### src/rtl/mem_pkg.sv
// Shared types and helpers for the MEM-stage load/store unit: FSM states,
// funct3 access-size encodings, strobe generation and load data extension.
package mem_pkg;

    typedef enum logic [1:0] {
        IDLE,
        REQ,
        WAIT_RSP
    } lsu_state_e;

    localparam logic [2:0] F3_LB  = 3'b000;
    localparam logic [2:0] F3_LH  = 3'b001;
    localparam logic [2:0] F3_LW  = 3'b010;
    localparam logic [2:0] F3_LD  = 3'b011;
    localparam logic [2:0] F3_LBU = 3'b100;
    localparam logic [2:0] F3_LHU = 3'b101;
    localparam logic [2:0] F3_LWU = 3'b110;

    localparam logic [1:0] SIZE_B = 2'b00;
    localparam logic [1:0] SIZE_H = 2'b01;
    localparam logic [1:0] SIZE_W = 2'b10;
    localparam logic [1:0] SIZE_D = 2'b11;

    // A 32-bit datapath has no double access; it degrades to a word.
    function automatic logic [1:0] eff_size(input logic [2:0] funct3, input int xlen);
        return (xlen == 32 && funct3[1:0] == SIZE_D) ? SIZE_W : funct3[1:0];
    endfunction

    function automatic logic is_misaligned(input logic [1:0] size, input logic [2:0] off,
                                           input int strb_w);
        return (int'(off) + (1 << size)) > strb_w;
    endfunction

    // Strobes are built 8 bits wide so lanes shifted past the bus drop off.
    function automatic logic [7:0] strb_gen(input logic [1:0] size, input logic [2:0] off);
        logic [7:0] strb;
        case (size)
            SIZE_B:  strb = 8'h01 << off;
            SIZE_H:  strb = 8'h03 << off;
            SIZE_W:  strb = 8'h0F << off;
            default: strb = 8'hFF;
        endcase
        return strb;
    endfunction

    function automatic logic [63:0] load_extend(input logic [63:0] rdata, input logic [2:0] off,
                                                input logic [2:0] funct3);
        logic [63:0] sh;
        logic [63:0] res;
        sh = rdata >> {off, 3'b000};
        case (funct3[1:0])
            SIZE_B:  res = funct3[2] ? {56'b0, sh[7:0]}  : {{56{sh[7]}},  sh[7:0]};
            SIZE_H:  res = funct3[2] ? {48'b0, sh[15:0]} : {{48{sh[15]}}, sh[15:0]};
            SIZE_W:  res = funct3[2] ? {32'b0, sh[31:0]} : {{32{sh[31]}}, sh[31:0]};
            default: res = sh;
        endcase
        return res;
    endfunction

endpackage

### src/rtl/mem_stage_lsu_align.sv
// Combinational lane logic for the LSU: byte strobes, store data placement
// and load data extraction with sign/zero extension.
module mem_align
    import mem_pkg::*;
#(
    parameter int XLEN   = 32,
    parameter int STRB_W = XLEN / 8,
    parameter int OFF_W  = $clog2(STRB_W)
) (
    input  logic [OFF_W-1:0]  off,
    input  logic [2:0]        funct3,
    input  logic [XLEN-1:0]   store_data,
    input  logic [XLEN-1:0]   rdata,
    output logic [STRB_W-1:0] strb,
    output logic [XLEN-1:0]   wdata,
    output logic [XLEN-1:0]   load_data
);

    logic [1:0] size;

    always_comb begin
        size      = eff_size(funct3, XLEN);
        strb      = STRB_W'(strb_gen(size, 3'(off)));
        wdata     = store_data << {off, 3'b000};
        load_data = XLEN'(load_extend(64'(rdata), 3'(off), {funct3[2], size}));
    end

endmodule

### src/rtl/mem_stage_lsu.sv
// EX->MEM load/store stage with a req/gnt/rvalid data-memory port.
// Define MEM_MISALIGN_TRAP_EN to trap misaligned accesses instead of issuing them.
module mem_stage_lsu
    import mem_pkg::*;
#(
    parameter int XLEN   = 32,
    parameter int ADDR_W = 32,
    parameter int STRB_W = XLEN / 8
) (
    input  logic              clk,
    input  logic              rst,
    input  logic              ex_valid,
    input  logic [ADDR_W-1:0] calculated_adr,
    input  logic [XLEN-1:0]   alu_result,
    input  logic [XLEN-1:0]   pc_plus_4_ex,
    input  logic [XLEN-1:0]   regfileb_ex,
    input  logic              cw_branch_taken,
    input  logic              cw_rf_wb,
    input  logic              cw_mem_we,
    input  logic              cw_mem_re,
    input  logic              cw_pc_src,
    input  logic [1:0]        cw_wb_src,
    input  logic [2:0]        cw_funct3,
    output logic              dmem_req,
    output logic              dmem_we,
    output logic [ADDR_W-1:0] dmem_addr,
    output logic [XLEN-1:0]   dmem_wdata,
    output logic [STRB_W-1:0] dmem_strb,
    input  logic              dmem_gnt,
    input  logic              dmem_rvalid,
    input  logic [XLEN-1:0]   dmem_rdata,
    output logic              stall,
    output logic [ADDR_W-1:0] target_pc,
    output logic              pc_src_mem,
`ifdef MEM_MISALIGN_TRAP_EN
    output logic              misalign_trap,
`endif
    output logic              mem_valid,
    output logic [XLEN-1:0]   mem_data_out,
    output logic [XLEN-1:0]   alu_result_mem,
    output logic [XLEN-1:0]   pc_plus_4_mem,
    output logic [3:0]        control_word_mem
);

    localparam int OFF_W = $clog2(STRB_W);

    lsu_state_e        state_q, state_d;
    logic              mem_valid_q, mem_valid_d;
    logic [XLEN-1:0]   mem_data_q, mem_data_d;
    logic [XLEN-1:0]   alu_result_q, alu_result_d;
    logic [XLEN-1:0]   pc_plus_4_q, pc_plus_4_d;
    logic [3:0]        cw_q, cw_d;
    logic [OFF_W-1:0]  off;
    logic [XLEN-1:0]   load_data;
    logic              access, mem_access, trap, capture, advance;

    assign off        = calculated_adr[OFF_W-1:0];
    assign access     = ex_valid & (cw_mem_we | cw_mem_re);
    assign target_pc  = calculated_adr;
    assign pc_src_mem = cw_branch_taken & cw_pc_src & ex_valid;
    assign dmem_addr  = {calculated_adr[ADDR_W-1:OFF_W], {OFF_W{1'b0}}};
    assign dmem_we    = mem_access & cw_mem_we;

`ifdef MEM_MISALIGN_TRAP_EN
    logic misaligned;
    logic trap_q;
    assign misaligned    = is_misaligned(eff_size(cw_funct3, XLEN), 3'(off), STRB_W);
    assign trap          = access & misaligned;
    assign mem_access    = access & ~misaligned;
    assign misalign_trap = trap_q;

    always_ff @(posedge clk or posedge rst) begin
        if (rst) trap_q <= 1'b0;
        else     trap_q <= trap;
    end
`else
    assign trap       = 1'b0;
    assign mem_access = access;
`endif

    mem_align #(.XLEN(XLEN), .STRB_W(STRB_W), .OFF_W(OFF_W)) u_align (
        .off        (off),
        .funct3     (cw_funct3),
        .store_data (regfileb_ex),
        .rdata      (dmem_rdata),
        .strb       (dmem_strb),
        .wdata      (dmem_wdata),
        .load_data  (load_data)
    );

    // A grant and response in the same cycle complete the access immediately.
    always_comb begin
        state_d  = state_q;
        dmem_req = 1'b0;
        capture  = 1'b0;
        case (state_q)
            IDLE, REQ: begin
                if (mem_access) begin
                    dmem_req = 1'b1;
                    if (dmem_gnt && dmem_rvalid) begin
                        capture = 1'b1;
                        state_d = IDLE;
                    end else if (dmem_gnt) begin
                        state_d = WAIT_RSP;
                    end else begin
                        state_d = REQ;
                    end
                end else begin
                    state_d = IDLE;
                end
            end
            WAIT_RSP: begin
                if (dmem_rvalid) begin
                    capture = 1'b1;
                    state_d = IDLE;
                end
            end
            default: state_d = IDLE;
        endcase
    end

    assign stall   = mem_access & ~capture;
    assign advance = capture | (ex_valid & ~access) | trap;

    always_comb begin
        mem_valid_d  = advance;
        mem_data_d   = mem_data_q;
        alu_result_d = alu_result_q;
        pc_plus_4_d  = pc_plus_4_q;
        cw_d         = cw_q;
        if (advance) begin
            mem_data_d   = (capture && !cw_mem_we) ? load_data : '0;
            alu_result_d = alu_result;
            pc_plus_4_d  = pc_plus_4_ex;
            cw_d         = {cw_rf_wb & ~trap, cw_wb_src, pc_src_mem};
        end
    end

    always_ff @(posedge clk or posedge rst) begin
        if (rst) begin
            state_q      <= IDLE;
            mem_valid_q  <= 1'b0;
            mem_data_q   <= '0;
            alu_result_q <= '0;
            pc_plus_4_q  <= '0;
            cw_q         <= '0;
        end else begin
            state_q      <= state_d;
            mem_valid_q  <= mem_valid_d;
            mem_data_q   <= mem_data_d;
            alu_result_q <= alu_result_d;
            pc_plus_4_q  <= pc_plus_4_d;
            cw_q         <= cw_d;
        end
    end

    assign mem_valid        = mem_valid_q;
    assign mem_data_out     = mem_data_q;
    assign alu_result_mem   = alu_result_q;
    assign pc_plus_4_mem    = pc_plus_4_q;
    assign control_word_mem = cw_q;

endmodule

### config.mk
export PLATFORM = sky130hd
export DESIGN_NAME = mem_stage_lsu
export DESIGN_NICKNAME = d
export VERILOG_FILES = /design/src/rtl/mem_pkg.sv /design/src/rtl/mem_stage_lsu_align.sv /design/src/rtl/mem_stage_lsu.sv
export SDC_FILE = /design/constraint.sdc
export NUM_CORES = 1
export LEC_CHECK = 0
export ABC_AREA = 1
export CAP_MARGIN = 40
export CORE_AREA = 2 2 148 150
export CTS_CLUSTER_DIAMETER = 200
export DETAILED_ROUTE_END_ITERATION = 7
export DIE_AREA = 0 0 150 152
export PLACE_DENSITY = 0.74
export SYNTH_ARGS = -nofsm -noshare
export SYNTH_HDL_FRONTEND = slang
export SYNTH_SLANG_ARGS = --single-unit
### constraint.sdc
create_clock -name clk -period 7.6 [get_ports clk]
set_input_delay 0.76 -clock clk [delete_from_list [all_inputs] [get_ports clk]]
set_output_delay 0.76 -clock clk [all_outputs]
set_load 0.03 [all_outputs]
==> results_dict.tcl <==
set metrics [dict create \
    coreArea_mm2 0.0214 \
    drtIter0Drc 263 \
    hp-start "mem_data_out[9]$_DFFE_PP0P_" \
    cts_buffer_depth 2 \
    gp_congestion 0.850 \
    worstMarginPinSlew_ps 930 \
    r2r_start "state_q[1]$_DFFE_PP0P_" \
    finalPower_uw 1900 \
    via_per_inst 4.73 \
    final_cell_mix "clkdlybuf4s50_1 (285), nand2_1 (262), nand3_1 (135)" \
    diodes 0 \
    critical_path_class "input port to output pin" \
    grt_max_degree 70 \
    synthArstFlopShare_pct 100 \
    postPlaceCellArea_mm2 0.00838 \
    ios 380 \
    ir_worst_vdd_mv 0.0872 \
    n_fill_cell 2155 \
    p_seq_share_pct 36.3 \
    synthFlopType "dfrtp_1" \
    cts_root_buffer "clkbuf_16" \
    cpPeakStageDelay_ps 710 \
    place_ws_ps 3520 \
    routed_wl_um 20700 \
    num_vias 5916 \
    fin_worst_skew_ps 10.2 \
    slew_viol_final 0 \
    p_sw_share_pct 37.4 \
    ant_nets 0 \
    p_leak_uw 0.00405 \
    maxCapViolCount 0 \
    grt.overflow.total 0 \
    area_growth_pct 48.6 \
    layout_setup_ws_ps 3490 \
    initial_core_util_pct 27.3 \
    cts.sinks 103 \
    synth.ff_latch_count 103 \
    io_buffers 287 \
    tritoncts "done" \
    fin_area_mm2 0.00866 \
    cts_hold_buffers 0 \
    critPathSlowestCell "inv_2" \
    die-area_mm2 0.0228 \
    die_h_um 152 \
    post-dp-hpwl_um 15900 \
    clk_latency_ps 350 \
    slew_headroom_pct 38.0 \
    comb_power_share_pct 40.3 \
    post-route-min-period_ps 4110 \
    avgSynthCellArea_um2 7.51 \
    power_density_mw_per_mm2 220 \
    p_clk_share_pct 23.3 \
    layout-drive-gt1-share_pct 4.85 \
    path_cells "buf_2, inv_2, nand2_1, o22ai_1, clkdlybuf4s50_1" \
    dr.pass1.iters 7 \
    cp-end-kind "output pin" \
    synth_cell_types 25 \
    first_global_vias 5687 \
    worst_hold_slack_ps 506 \
    post_drt_wl_per_cell_um 16.6 \
    cts_resized 0 \
    grt_use_total_pct 17.5 \
    post_cts_buffers 0 \
    rsz0062_at_grt "false" \
    grt_pass1_wl_um 31300 \
    hold_violations 0 \
    min_path_type "flop to flop" \
    antenna_found_initial 0 \
    yosysWarnings 0 \
    start_kind "input port" \
    syn_inst 776 \
    h-tree-depth 3 \
    synth_edf_count 0 \
    setup.worst_path.start "calculated_adr[0]" \
    drcViolationCount 0 \
    clk_pin_slew_worst_paths_ps 70 \
    crit_fanout 61 \
    final_common_cell "clkdlybuf4s50_1" \
    p_sw_uw 711 \
    cts_buffers 9 \
    seq_area_frac_synth_pct 44.2 \
    rows 54 \
    worstPathRequired_ps 6840 \
    status "finished, final reports clean" \
    setup_viol 0 \
    cellInternalPower_uw 1190 \
    setup-tns-final_ps 0 \
    critPathArrivalTime_ps 3350 \
    syn_area_mm2 0.00583 \
    fmax_mhz 243 \
    die_w_um 150 \
    nets 1141 \
    fin_crit_sh_pct 54.1 \
]
-- worst paths after layout --
check                                                 end  slack, ps  cells after the start
setup / recovery                           dmem_wdata[23]       3490                      5
hold / removal                mem_data_out[9]$_DFFE_PP0P_        510                      2
setup reg to reg            pc_plus_4_mem[27]$_DFFE_PP0P_       5320                     11
hold reg to reg               mem_data_out[9]$_DFFE_PP0P_        510                      2
max in group asynchronous  alu_result_mem[22]$_DFFE_PP0P_       5590                      3
min in group asynchronous    pc_plus_4_mem[4]$_DFFE_PP0P_        780                      2
-- per-stage QoR --
stage          util [%]  cells
2_1_floorplan         -    777
3_3_place_gp       39.0   1233
3_5_place_dp       39.2   1235
4_1_cts            40.6   1250
5_1_grt            40.6   1250
6_report           40.6   1250
-- flip-flops by register name (all words and copies together), names as in the netlist --
| name | cells |
|---|---|
| alu_result_mem | 32 |
| state_q | 2 |
| mem_data_out | 32 |
| pc_plus_4_mem | 32 |
| control_word_mem | 4 |
| mem_valid | 1 |
-- synthesized netlist by cell type (7+ instances only) --
| cell type | number | area [um2] |
|---|---|---|
| o32ai_1 | 7 | 61.3 |
| buf_2 | 21 | 105 |
| dfrtp_1 | 103 | 2580 |
| a22oi_1 | 8 | 60.1 |
| o21ai_0 | 35 | 175 |
| nand2_1 | 263 | 987 |
| nor2_1 | 46 | 173 |
| a21oi_1 | 18 | 90.1 |
| clkbuf_1 | 12 | 45.0 |
| nand3_1 | 135 | 676 |
| inv_1 | 18 | 67.6 |
| buf_4 | 77 | 578 |
| or2_2 | 7 | 43.8 |
-- metal layers --
metal  GRT usage [%]  vias up  routed length (um)
li1                -     2831                   -
met1            20.1     2745                7990
met2            30.4      311               10100
met3            5.38       29                2020
met4            6.69        0                 586
met5               0        -                   0
-- critical path, delay by kind of cell --
kind | cells | cell delay (ps)
buffers and inverters | 3 | 1810
AOI/OAI and AO/OA | 1 | 300
and+or+nand+nor | 1 | 450
-- logic make-up after synthesis --
group	share of synthesized area (%)
compound gates	7.24
buf+inv	14.8
other cells	0.0644
flops	44.2
simple gates	33.7
-- power by group through the flow --
stage               combinational [uW]  clock [uW]  sequential, uW
global placement                   764           0             699
detailed placement                 773           0             704
floorplan                          278           0             893
CTS                                776         462             693
finish                             768         444             692
global route                       821         485             704
-- layout make-up --
| class | count | area, um2 | area share [%] |
|---|---|---|---|
| Clock inverter | 6 | 55.1 | 0.636 |
| Inverter | 22 | 86.3 | 0.997 |
| Timing Repair Buffer | 295 | 2960 | 34.2 |
| Tap cell | 280 | 350 | 4.05 |
| Clock buffer | 9 | 225 | 2.60 |
| Sequential cell | 103 | 2580 | 29.8 |
| Multi-Input combinational cell | 535 | 2400 | 27.7 |
Power figures use the tool's default switching activity.
